`config.mk`:
```
export PLATFORM = sky130hd
export DESIGN_NAME = wfifo_wr_front
export DESIGN_NICKNAME = d
export VERILOG_FILES = /design/src/rtl/wfifo_wr_front.sv
export SDC_FILE = /design/constraint.sdc
export NUM_CORES = 1
export LEC_CHECK = 0
export BUFFER_PORTS_ARGS = -buffer_cell sky130_fd_sc_hd__buf_2
export CORE_ASPECT_RATIO = 1.2
export CORE_MARGIN = 3
export CORE_UTILIZATION = 30
export CTS_CLUSTER_DIAMETER = 100
export DETAILED_ROUTE_END_ITERATION = 8
export GPL_ROUTABILITY_DRIVEN = 0
export GPL_TIMING_DRIVEN = 0
export SYNTH_ARGS = -nofsm -noshare
export SYNTH_HDL_FRONTEND = slang
export SYNTH_SLANG_ARGS = --single-unit
```
`constraint.sdc`:
```
create_clock -name wclk -period 2.5 [get_ports wclk]
set_input_delay 0.5 -clock wclk [delete_from_list [all_inputs] [get_ports wclk]]
set_output_delay 0.5 -clock wclk [all_outputs]
set_load 0.005 [all_outputs]
```
`src/rtl/wfifo_wr_front.sv`:
```
// Write-side front end of the async FIFO: 2-entry skid buffer feeding winc/wdata,
// plus a registered pessimistic fill level, almost-full flag and high-water mark.
//
// state    | meaning
// ST_EMPTY | no word buffered, head/skid unused
// ST_ONE   | head holds the oldest (only) word
// ST_TWO   | head holds oldest word, skid holds the next one; s_ready low
module wfifo_wr_front #(
  parameter int DSIZE    = 8,
  parameter int ADDRSIZE = 4
) (
  input  logic                wclk,
  input  logic                wrst_n,
  input  logic                s_valid,
  input  logic [DSIZE-1:0]    s_data,
  output logic                s_ready,
  output logic                winc,
  output logic [DSIZE-1:0]    wdata,
  input  logic                wfull,
  input  logic [ADDRSIZE:0]   wptr,
  input  logic [ADDRSIZE:0]   wq2_rptr,
  input  logic [ADDRSIZE:0]   af_thresh,
  input  logic                hwm_clr,
  output logic [ADDRSIZE:0]   wlevel,
  output logic                walmost_full,
  output logic [ADDRSIZE:0]   hwm
);

  localparam int PW = ADDRSIZE + 1;

  typedef enum logic [1:0] {
    ST_EMPTY = 2'd0,
    ST_ONE   = 2'd1,
    ST_TWO   = 2'd2
  } state_e;

  state_e           state_q, state_d;
  logic [DSIZE-1:0] head_q, head_d;
  logic [DSIZE-1:0] skid_q, skid_d;
  logic [PW-1:0]    wlevel_q, hwm_q, hwm_d;
  logic             af_q;

  logic             push, pop;
  logic [PW-1:0]    wbin, rbin, level_c;

  function automatic logic [PW-1:0] gray2bin(input logic [PW-1:0] g);
    logic [PW-1:0] b;
    b[PW-1] = g[PW-1];
    for (int i = PW - 2; i >= 0; i--) begin
      b[i] = b[i+1] ^ g[i];
    end
    return b;
  endfunction

  always_ff @(posedge wclk or negedge wrst_n) begin
    if (!wrst_n) begin
      state_q <= ST_EMPTY;
      head_q  <= '0;
      skid_q  <= '0;
    end else begin
      state_q <= state_d;
      head_q  <= head_d;
      skid_q  <= skid_d;
    end
  end

  always_comb begin
    state_d = state_q;
    head_d  = head_q;
    skid_d  = skid_q;
    unique case (state_q)
      ST_EMPTY: begin
        if (push) begin
          state_d = ST_ONE;
          head_d  = s_data;
        end
      end
      ST_ONE: begin
        if (push && pop) begin
          head_d = s_data;
        end else if (push) begin
          state_d = ST_TWO;
          skid_d  = s_data;
        end else if (pop) begin
          state_d = ST_EMPTY;
        end
      end
      ST_TWO: begin
        if (pop) begin
          state_d = ST_ONE;
          head_d  = skid_q;
        end
      end
      default: state_d = ST_EMPTY;
    endcase
  end

  // Outputs decode registers only, so no s_valid/wfull -> s_ready path exists.
  always_comb begin
    s_ready = 1'b0;
    winc    = 1'b0;
    wdata   = head_q;
    s_ready = (state_q != ST_TWO);
    winc    = (state_q != ST_EMPTY) && !wfull;
  end

  assign push = s_valid & s_ready;
  assign pop  = winc;

  // Modular subtraction keeps the level right across pointer wrap.
  assign wbin    = gray2bin(wptr);
  assign rbin    = gray2bin(wq2_rptr);
  assign level_c = wbin - rbin;

  always_comb begin
    hwm_d = hwm_q;
    if (hwm_clr) begin
      hwm_d = level_c;
    end else if (level_c > hwm_q) begin
      hwm_d = level_c;
    end
  end

  always_ff @(posedge wclk or negedge wrst_n) begin
    if (!wrst_n) begin
      wlevel_q <= '0;
      af_q     <= 1'b0;
      hwm_q    <= '0;
    end else begin
      wlevel_q <= level_c;
      af_q     <= (level_c >= af_thresh);
      hwm_q    <= hwm_d;
    end
  end

  assign wlevel       = wlevel_q;
  assign walmost_full = af_q;
  assign hwm          = hwm_q;

endmodule

```
# Yosys cells after proc, flatten, opt, wreduce, memory -nomap -nowiden
# Index checks and enable logic that the tools add are counted.
[totals] ff_bits=29 in_bits=28 out_inout_bits=21
[classes] add_sub_neg=1 magnitude_cmp=2 n_eq_ne=8 n_mux=12 bitwise_logic=10 reduce_logical=10
[ops] cell="$mux 8" count=3
[ops] cell="$pmux 8 s3" count=1
[ops] cell="$mux 2" count=5
[ops] cell="$mux 5" count=2
[ops] cell="$ne 2x2->1 const B" count=5
[ops] cell="$reduce_and 4->1" count=2
[ops] cell="$xor 1x1->1" count=8
[ops] cell="$pmux 2 s3" count=1
[ops] cell="$ge 5x5->1" count=1
[ops] cell="$gt 5x5->1" count=1
[ops] cell="$sub 5x5->5" count=1
[ops] cell="$reduce_bool 2->1" count=2
[ops] cell="$ne 3x3->1 const B" count=1
[ops] cell="$reduce_and 3->1" count=1
[ops] cell="$reduce_bool 3->1" count=1
[ops] cell="$eq 2x1->1 const B" count=1
[ops] cell="$eq 2x2->1 const B" count=1
[ops] cell="$logic_and 1x1->1" count=2
[ops] cell="$logic_not 2->1" count=1
[ops] cell="$and 1x1->1" count=1
[ops] cell="$logic_not 1->1" count=1
[ops] cell="$not 1->1" count=1

# Depth between registers and ports, before layout
# Gate-level depths: netlist (run 1).
[logic_depth] depth_word=8 mapped_depth=14

# Least setup slack after synthesis (run 1)
# No wires, ideal clock.
[synth_path] kind="input port to flip-flop" start="input port wptr[3]" end="register hwm_q[0], in the netlist hwm[0]" setup_ps=125 t_arrival_ps=4070 t_required_ps=2375 path_slack_ps=-1695 path_stages=14 n_path_buf=0 path_cell_list="xnor3_2 -> xor2_1 -> xor2_1 -> ha_1 -> fa_1 -> maj3_2 -> o21bai_2 -> xnor2_1 -> ha_1 -> nand3_1 -> or2_2 -> a21o_1 -> a31oi_1 -> mux2_2"
[synth_via] elab_chain_cells=7
[synth_rtl] item="start, declared" line_no="20" rtl="input logic [ADDRSIZE:0] wptr,"
[synth_rtl] item="$xor 1x1->1 *" line_no="50" rtl="b[i] = b[i+1] ^ g[i];"
[synth_rtl] item="$xor 1x1->1 (3 in a row)" line_no="50"
[synth_rtl] item="$sub 5x5->5 *" line_no="113" rtl="assign level_c = wbin - rbin;"
[synth_rtl] item="$gt 5x5->1 / $mux 5 (equally long branches)" line_no="119" rtl="end else if (level_c > hwm_q) begin"
[synth_rtl] item="$reduce_bool 2->1 (no source line) / $mux 5 (equally long branches)"
[synth_rtl] item="end signal, assigned" line_no="132" rtl="hwm_q <= hwm_d;"
[synth_rtl] item="end, declared" line_no="40" rtl="logic [PW-1:0] wlevel_q, hwm_q, hwm_d;"
# Mark *: on every way between the ends. The rest lies on a longest branch, timed or not. The select of a mux whose other input is x is not followed.
# A chain may end at the register's enable or synchronous reset.

# Worst setup path after layout (run 1)
[layout_path] start="input port wq2_rptr[2]" end="register hwm_q[3], in the netlist hwm[3]"
[layout_via] elab_chain_cells=6
[layout_rtl] item="start, declared" line_no="21" rtl="input logic [ADDRSIZE:0] wq2_rptr,"
[layout_rtl] item="$xor 1x1->1 *" line_no="50"
[layout_rtl] item="$xor 1x1->1 (2 in a row)" line_no="50"
[layout_rtl] item="$sub 5x5->5 *" line_no="113"
[layout_rtl] item="$gt 5x5->1 / $mux 5 (equally long branches)" line_no="119"
[layout_rtl] item="$reduce_bool 2->1 (no source line) / $mux 5 (equally long branches)"
# Marks and branches as above.

==> results of run 1 <==
## final timing paths
kind                                            start                     to  slack, ns
worst max-delay path                      wq2_rptr[2]     hwm[3]$_DFFE_PN0P_      -1.24
worst min-delay path                           wrst_n  skid_q[1]$_DFFE_PN0P_       0.24
worst max register to register     hwm[2]$_DFFE_PN0P_     hwm[3]$_DFFE_PN0P_       0.59
worst min register to register  skid_q[2]$_DFFE_PN0P_  skid_q[2]$_DFFE_PN0P_       0.51
max in group asynchronous                      wrst_n    wlevel[4]$_DFF_PN0_       1.84
min in group wclk                           s_data[3]  skid_q[3]$_DFFE_PN0P_       0.47
## power breakdown
part	total (mW)	switching, mW	internal [mW]
clock network	0.419	0.170	0.248
logic	1.19	0.539	0.647
registers	0.771	0.0972	0.674
## synth_stat cells
cell type / number / area, um^2
inv_1: 16 / 60.1
a21o_1: 5 / 37.5
or2_2: 2 / 12.5
xor3_2: 1 / 25.0
mux2i_1: 9 / 90.1
nor2_1: 11 / 41.3
mux2_2: 13 / 146
maj3_2: 1 / 11.3
o21ai_0: 2 / 10.0
fa_1: 1 / 20.0
nor2b_1: 1 / 6.26
a211o_1: 1 / 8.76
clkbuf_1: 3 / 11.3
a21oi_1: 11 / 55.1
o21ai_1: 1 / 5.00
nand2b_1: 2 / 12.5
dfrtp_1: 29 / 726
ha_1: 13 / 163
a31oi_1: 1 / 6.26
xor2_1: 5 / 43.8
nand3_1: 1 / 5.00
maj3_1: 1 / 10.0
o21bai_2: 1 / 11.3
xnor3_2: 1 / 23.8
xnor2_1: 6 / 52.6
nand2_1: 4 / 15.0
## flip-flops by register name (all words and copies together), names as in the netlist
name and flops:
hwm 5, skid_q 8, state_q 2, walmost_full 1, wdata 8, wlevel 5
## area by class of cell
type                            count  area, um^2
Timing Repair Buffer               57         333
Clock inverter                      1        5.00
Buffer                              3        11.3
Fill cell                         495        2790
Multi-Input combinational cell     94         951
Inverter                           16        60.1
Tap cell                           60        75.1
Clock buffer                        7        96.3
Sequential cell                    29         726
## layer usage
| metal | wire, um | global-route usage [%] |
|---|---|---|
| met5 | 0 | 0 |
| met1 | 1360 | 12.1 |
| met3 | 252 | 4.18 |
| met2 | 1660 | 20.1 |
| met4 | 31 | 3.52 |
## timing repair
action | CTS | global route
resized for setup | 10 | 1
setup buffers | 8 | 1
pin swaps | 8 | 3
setup endpoints to repair | 7 | 7
## metrics by stage
stage | area (um^2) | hold slack, ns
after floorplan | 1680 | 0.204
after global placement | 2000 | 0.486
after detailed placement | 2000 | 0.494
after CTS | 2240 | 0.271
after global routing | 2260 | 0.299
final | 2260 | 0.244
## cell usage in the layout, fill, tap and decap left out, types with 3 or more instances in the layout
master     n
a21o_1     5
a21oi_1   11
buf_2     44
buf_4      9
buf_6      4
clkbuf_1   3
clkbuf_8   7
dfrtp_1   29
ha_1      10
inv_1     15
mux2_2     9
mux2_4     4
mux2i_1    9
nand2_1    4
nor2_1    11
xnor2_1    4
xor2_1     3
## cells by family after synthesis
logic type	after synthesis	share of synthesized area [%]
simple gates	21	5.75
compound gates	22	8.32
mux	22	14.7
flops	29	45.1
xor+xnor	13	9.02
fa+ha+maj	16	12.7
buf+inv	19	4.43
==> metrics.md, run 1 <==
| Metric | Value |
|---|---|
| Worst-Margin Slew | 0.710 ns |
| Final worst-path cycle share | 150% |
| DRT Wirelength | 3300 um |
| Core area | 5040 um^2 |
| Crit path capture type | flip-flop |
| Crit. path cell count | 15 |
| Max Clock Skew | 0.00354 ns |
| PortBufs | 48 |
| Fmax | 267 MHz |
| Drt initial violations | 56 |
| ANT cells | 0 |
| Clock Latency Late Sink | 0.27 ns |
| Crit path kind | input port to flip-flop |
| Worst vdd ir | 0.443 mV |
| Setup violators final | 7 |
| Number of vias per cell | 4.61 |
| Crit path DAT | 3.90 ns |
| Largest net degree at the start of global routing | 30 |
| Synth Register Bits | 29 |
| Max-slew violation count | 0 |
| Unique masters post-synth | 26 |
| Number of CTS-inserted buffers | 5 |
| Die Ht | 86.2 um |
| Initial antenna violation count | 0 |
| H-tree depth | 2 |
| Post-Synthesis Cells | 142 |
| Clk root buf | clkbuf_8 |
| I/O pin cnt | 49 |
| TritonCTS clock tree | done |
| Worst setup margin | -1.24 ns |
| Synth Net Count | 184 |
| Clock tree buffer depth | 2 |
| YS warnings | 0 |
| Failing checks | negative setup slack |
| Total power | 2.38 mW |
| Layout overhead on the synthesized area | 40.3% |
| Buf/Inv on CP | 1 |
| WL/cell | 12.4 um |
| Die width | 72.9 um |
| FP Rows | 28 |
| Top delay family on crit path | adder cells |
| Sequential element share of the synthesized area | 45.1% |
| CP max FO | 5 |
| Share of post-route cells with drive strength above 1 | 45.9% |
| Slowest CP cell | xor3_2 |
| Pleak | 1.11 nW |
| Total congestion overflow | 0 |
| Relative slew margins | 52.7% |
| Worst Path Required | 2.66 ns |
| Layout net count | 248 |
| Global-route wire length before repair | 5380 um |
| Setup Slack @ Placement | -1.78 ns |
| Outcome | finished, violations left |
| HP Class | input port to asynchronous set/reset pin |
| Fin cells | 267 |
| Syn_area_per_cell | 11.3 um^2 |
| Initial Util | 31.9% |
| Fin. Hold Viols | 0 |
| Power density over the cells | 1050 nW/um^2 |
| Via count | 1231 |
| DP HPWL | 2530 um |
| Post-Place Cells | 250 |
| Total GRT Usage | 11.2% |
| Clk sinks | 29 |
| Fin crit period | 3.74 ns |
| CP startpoint kind | input port |
| Drt first pass iters | 4 |
| Setup TNS | -6.73 ns |
| Full die area | 6280 um^2 |
| Fin util | 44.7% |
| Vias in the first global route | 1202 |
| Register-to-Register Path Depth | 7 |
| Drt drc | 0 |
| Crit path cell chain | buf_6 -> xor3_2 -> xnor2_2 -> xnor2_1 -> ha_2 -> fa_2 -> maj3_2 -> o21bai_4 -> xnor2_4 -> ha_4 -> nand3_2 -> or2_4 -> a21o_1 -> a31oi_4 -> mux2_4 |
| Post-cts hold buffer count | 0 |
| RSZ-0062 raised after global routing | true |
| Final ANT Viol Nets | 0 |
| Cell Area, Synth | 1610 um^2 |
| MaxCap Viol Count | 0 |
| Worst-path clk slew | 0.06 ns |
| Slowest stage delay, CP | 0.45 ns |
Note: power is estimated with default switching activity, not from simulation.
==> inputs of run 2 (changes only) <==
--- a/config.mk
+++ b/config.mk
@@ -13,6 +13,7 @@
 export DETAILED_ROUTE_END_ITERATION = 8
 export GPL_ROUTABILITY_DRIVEN = 0
 export GPL_TIMING_DRIVEN = 0
+export PLACE_DENSITY_LB_ADDON = 0.1
 export SYNTH_ARGS = -nofsm -noshare
 export SYNTH_HDL_FRONTEND = slang
 export SYNTH_SLANG_ARGS = --single-unit
==> metrics.md, run 2 (synthesized netlist as in run 1, its figures left out) <==
| Metric | Value |
|---|---|
| Outcome | finished, violations left |
| Failing checks | negative setup slack |
| Total congestion overflow | 0 |
| Crit path kind | input port to flip-flop |
| Max Clock Skew | 0.00427 ns |
| CP startpoint kind | input port |
| Clock network power share | 16.1% |
| Relative slew margins | 52.2% |
| Register-to-Register Path Depth | 7 |
| Final ANT Viol Nets | 0 |
| ANT cells | 0 |
| P_int | 1.58 mW |
| Seq pwr share | 32.2% |
| Sw Ratio | 34.5% |
| Most common cell after layout, fill and taps aside | buf_2 |
| Clock tree buffer depth | 2 |
| Drt first pass iters | 3 |
| FP Rows | 28 |
| Full die area | 6280 um^2 |
| Worst Path Required | 2.66 ns |
| Crit path cell chain | buf_8 -> xnor3_2 -> xor2_4 -> xor2_1 -> ha_2 -> fa_2 -> maj3_2 -> o21bai_4 -> xnor2_4 -> ha_4 -> nand3_2 -> or2_4 -> a21o_1 -> a31oi_4 -> mux2_4 |
| Pleak | 1.12 nW |
| Drt initial violations | 24 |
| Global-route wire length before repair | 6180 um |
| MaxCap Viol Count | 0 |
| Max-slew violation count | 0 |
| Worst-Margin Slew | 0.718 ns |
| Number of CTS-inserted buffers | 5 |
| CP max FO | 5 |
| Buf/Inv on CP | 1 |
| Initial Util | 31.9% |
| Crit path capture type | flip-flop |
| DRT Wirelength | 3620 um |
| Core area | 5040 um^2 |
| Psw | 0.832 mW |
| PortBufs | 48 |
| Vias in the first global route | 1327 |
| Combinational share of power | 51.7% |
| Power density over the cells | 1050 nW/um^2 |
| HP Class | input port to asynchronous set/reset pin |
| Filler instances | 489 |
| Reg2Reg Setup Slack | 0.54 ns |
| Setup TNS | -6.73 ns |
| Total power | 2.41 mW |
| WL/cell | 13.4 um |
| Layout overhead on the synthesized area | 41.8% |
| Layout net count | 252 |
| Number of vias per cell | 4.57 |
| Crit. path cell count | 15 |
| Clk sinks | 29 |
| Fin. Hold Viols | 0 |
| Die width | 72.9 um |
| Worst-path clk slew | 0.06 ns |
| Total GRT Usage | 13.0% |
| DP HPWL | 2700 um |
| Fin crit period | 3.76 ns |
| Crit path DAT | 3.92 ns |
| Worst vdd ir | 0.332 mV |
| Final worst-path cycle share | 151% |
| Slowest stage delay, CP | 0.47 ns |
| Setup violators final | 7 |
| TritonCTS clock tree | done |
| Share of post-route cells with drive strength above 1 | 47.1% |
| Slowest CP cell | xnor3_2 |
| H-tree depth | 2 |
| Top delay family on crit path | adder cells |
| Worst setup margin | -1.26 ns |
| Highest-count cells in the layout ignoring fill and taps | 45 x buf_2, 29 x dfrtp_1, 15 x inv_1 |
| RSZ-0062 raised after global routing | true |
| Clock Latency Late Sink | 0.27 ns |
| I/O pin cnt | 49 |
| Initial antenna violation count | 0 |
| Via count | 1235 |
| Clk root buf | clkbuf_8 |
| Die Ht | 86.2 um |
| Fmax | 266 MHz |
| Largest net degree at the start of global routing | 30 |
| Drt drc | 0 |
-- run 2: power groups by stage --
stage	Clock (mW)	Sequential [mW]	Combinational (mW)
final	0.387	0.776	1.24
after floorplan	0	0.786	0.711
after global placement	0	0.774	1.03
after global routing	0.428	0.804	1.40
after detailed placement	0	0.785	1.07
after CTS	0.404	0.778	1.19
-- run 2: per-stage QoR --
stage | setup WS (ns) | hold WS, ns | instance area [um^2] | instances | util (%)
after floorplan | -1.42 | 0.204 | 1680 | 142 | -
after global placement | -1.70 | 0.486 | 2000 | 250 | 39.6
after detailed placement | -1.83 | 0.497 | 2000 | 250 | 39.6
final | -1.26 | 0.247 | 2280 | 270 | 45.2
after CTS | -1.33 | 0.270 | 2210 | 265 | 43.8
after global routing | -1.36 | 0.302 | 2280 | 270 | 45.2
-- run 2: final timing paths --
check,startpoint,end
setup / recovery,wptr[4],hwm[2]$_DFFE_PN0P_
hold / removal,wrst_n,wdata[1]$_DFFE_PN0P_
setup reg to reg,hwm[4]$_DFFE_PN0P_,hwm[2]$_DFFE_PN0P_
hold reg to reg,skid_q[0]$_DFFE_PN0P_,skid_q[0]$_DFFE_PN0P_
max in group asynchronous,wrst_n,wlevel[4]$_DFF_PN0_
min in group wclk,s_data[4],skid_q[4]$_DFFE_PN0P_
-- run 2: layout make-up --
| type | count | area [um^2] | area share [%] |
|---|---|---|---|
| buffer | 3 | 11.3 | 0.493 |
| sequential | 29 | 726 | 31.8 |
| inverter | 16 | 60.1 | 2.63 |
| multi-input combinational | 94 | 960 | 42.1 |
| timing repair buffer | 61 | 364 | 16.0 |
| tap | 60 | 75.1 | 3.29 |
| clock buffer | 7 | 86.3 | 3.78 |
-- run 2: layer usage --
layer  part of all wire [%]  track usage [%]  routed length, um
met4                    2.0             6.54                 71
met2                     55             24.2               1990
met1                     38             13.3               1370
met3                    5.1             2.78                184
met5                      0                0                  0
-- run 2: repair_timing --
item,4_1_cts,5_1_grt
setup buffers,8,5
resized for setup,8,7
hold buffers,0,0
pin swaps,13,13
endpoints found under the setup margin,7,7
==> inputs of run 3 (changes only) <==
--- a/config.mk
+++ b/config.mk
@@ -6,9 +6,11 @@
 export NUM_CORES = 1
 export LEC_CHECK = 0
 export BUFFER_PORTS_ARGS = -buffer_cell sky130_fd_sc_hd__buf_2
+export CELL_PAD_IN_SITES_DETAIL_PLACEMENT = 0
+export CELL_PAD_IN_SITES_GLOBAL_PLACEMENT = 1
 export CORE_ASPECT_RATIO = 1.2
 export CORE_MARGIN = 3
-export CORE_UTILIZATION = 30
+export CORE_UTILIZATION = 25
 export CTS_CLUSTER_DIAMETER = 100
 export DETAILED_ROUTE_END_ITERATION = 8
 export GPL_ROUTABILITY_DRIVEN = 0
==> metrics.md, run 3 (synthesized netlist as in run 1, its figures left out) <==
| Metric | Value |
|---|---|
| Drt drc | 0 |
| Failing checks | negative setup slack |
| FP Rows | 31 |
| Full die area | 7440 um^2 |
| Die width | 79.2 um |
| Final ANT Viol Nets | 0 |
| Highest-count cells in the layout ignoring fill and taps | 45 x buf_2, 29 x dfrtp_1, 15 x inv_1 |
| RSZ-0062 raised after global routing | true |
| Fmax | 266 MHz |
| Clk sinks | 29 |
| Reg2Reg Setup Slack | 0.54 ns |
| Total GRT Usage | 10.9% |
| DRT Wirelength | 3640 um |
| Setup violators final | 7 |
| PortBufs | 48 |
| Combinational share of power | 48.5% |
| Fin cells | 290 |
| Vias in the first global route | 1381 |
| Register-to-Register Path Depth | 7 |
| Fin crit period | 3.75 ns |
| Worst vdd ir | 0.293 mV |
| MaxCap Viol Count | 0 |
| Initial antenna violation count | 0 |
| Via count | 1245 |
| Outcome | finished, violations left |
| Clk root buf | clkbuf_8 |
| Wl on met1 | 1370 um |
| Final worst-path cycle share | 150% |
| Pleak | 1.12 nW |
| Reg-to-reg endpoint | hwm[3]$_DFFE_PN0P_ |
| Drt first pass iters | 4 |
| Multi-input logic area | 958 um^2 |
| Clock tree buffer depth | 2 |
| Layout net count | 249 |
| Post-Place Cells | 272 |
| WL met2 | 2000 um |
| Filler instances | 665 |
| WHS | 0.245 ns |
| Clock network power share | 20.2% |
| Clock Latency Late Sink | 0.28 ns |
| Max Clock Skew | 0.00756 ns |
| WL/cell | 12.5 um |
| Number of CTS-inserted buffers | 5 |
| Crit path DAT | 3.92 ns |
| DP HPWL | 2790 um |
| P_int | 1.65 mW |
| Setup TNS | -6.79 ns |
| Most common cell after layout, fill and taps aside | buf_2 |
| Final instance area | 2310 um^2 |
| Worst-path clk slew | 0.07 ns |
| Crit path capture type | flip-flop |
| Crit path kind | input port to flip-flop |
| CP startpoint kind | input port |
| Max-slew violation count | 0 |
| Worst setup margin | -1.25 ns |
| Layout overhead on the synthesized area | 43.5% |
| Core area | 6130 um^2 |
| Number of vias per cell | 4.29 |
| Initial Util | 26.3% |
| Routed wl met3 | 172 um |
| HP Class | input port to asynchronous set/reset pin |
| Share of post-route cells with drive strength above 1 | 46.2% |
| TritonCTS clock tree | done |
| R2r startpoint | hwm[3]$_DFFE_PN0P_ |
| Die Ht | 93.9 um |
| Worst Path Required | 2.66 ns |
| CP max FO | 5 |
| Drt initial violations | 23 |
| Setup Slack @ Placement | -1.80 ns |
| Fin. Hold Viols | 0 |
| Global-route wire length before repair | 6210 um |
| H-tree depth | 2 |
| Cell area after placement | 2020 um^2 |
| Relative slew margins | 53.5% |
| ANT cells | 0 |
| Psw | 0.828 mW |
| Worst-Margin Slew | 0.698 ns |
| Seq pwr share | 31.3% |
| I/O pin cnt | 49 |
| Power density over the cells | 1070 nW/um^2 |
| Sw Ratio | 33.4% |
| Largest net degree at the start of global routing | 30 |
| Register area | 726 um^2 |
| Top layer in use | met4 |
| Total congestion overflow | 0 |
[run 3: per-stage QoR]
stage	power, mW	util, %
after CTS	2.51	37.3
final	2.47	37.7
after floorplan	1.50	-
after detailed placement	1.86	33.0
after global placement	1.82	33.0
after global routing	2.69	37.7
[run 3: layer usage]
metal,vias to the layer above,global-route usage (%)
li1,607,-
met2,35,20.7
met1,596,10.4
met4,0,5.87
met5,-,0
met3,7,3.07
[run 3: area by class of cell]
class | count | area share [%]
sequential | 29 | 31.4
clock inverter | 1 | 1.30
clock buffer | 7 | 3.74
inverter | 16 | 2.60
buffer | 3 | 0.488
timing repair buffer | 58 | 14.5
tap | 82 | 4.44
multi-input combinational | 94 | 41.5
[run 3: what timing repair did]
| item | in CTS | in global routing |
|---|---|---|
| gates cloned | 0 | 0 |
| buffers inserted | 8 | 2 |
| gates resized for setup | 11 | 1 |
| pin swaps | 12 | 11 |
| hold buffers | 0 | 0 |
| setup endpoints to repair | 7 | 7 |
[run 3: how the worst max path moves through the flow]
stage                            from            endpoint  slack (ns)  cells past startpoint
after floorplan               wptr[2]  hwm[2]$_DFFE_PN0P_       -1.42                     14
after global placement    wq2_rptr[4]  hwm[0]$_DFFE_PN0P_       -1.73                     15
after detailed placement  wq2_rptr[4]  hwm[0]$_DFFE_PN0P_       -1.80                     15
after CTS                     wptr[3]  hwm[3]$_DFFE_PN0P_       -1.34                     15
after global routing          wptr[2]  hwm[3]$_DFFE_PN0P_       -1.34                     15
final                         wptr[2]  hwm[3]$_DFFE_PN0P_       -1.25                     15
[run 3: worst max-delay path: stages]
cell	delay, ns
buf_6	0.07
xnor3_2	0.47
xor2_4	0.21
xor2_1	0.14
ha_2	0.20
fa_2	0.35
maj3_2	0.33
o21bai_4	0.17
xnor2_4	0.10
ha_4	0.29
nand3_2	0.05
or2_4	0.23
a21o_1	0.18
a31oi_4	0.29
mux2_4	0.33
[run 3: power groups by stage]
stage / combinational [mW] / sequential [mW] / clock, mW
global route: 1.36 / 0.799 / 0.531
detailed placement: 1.08 / 0.786 / 0
finish: 1.20 / 0.775 / 0.500
floorplan: 0.711 / 0.786 / 0
CTS: 1.22 / 0.778 / 0.517
global placement: 1.05 / 0.775 / 0
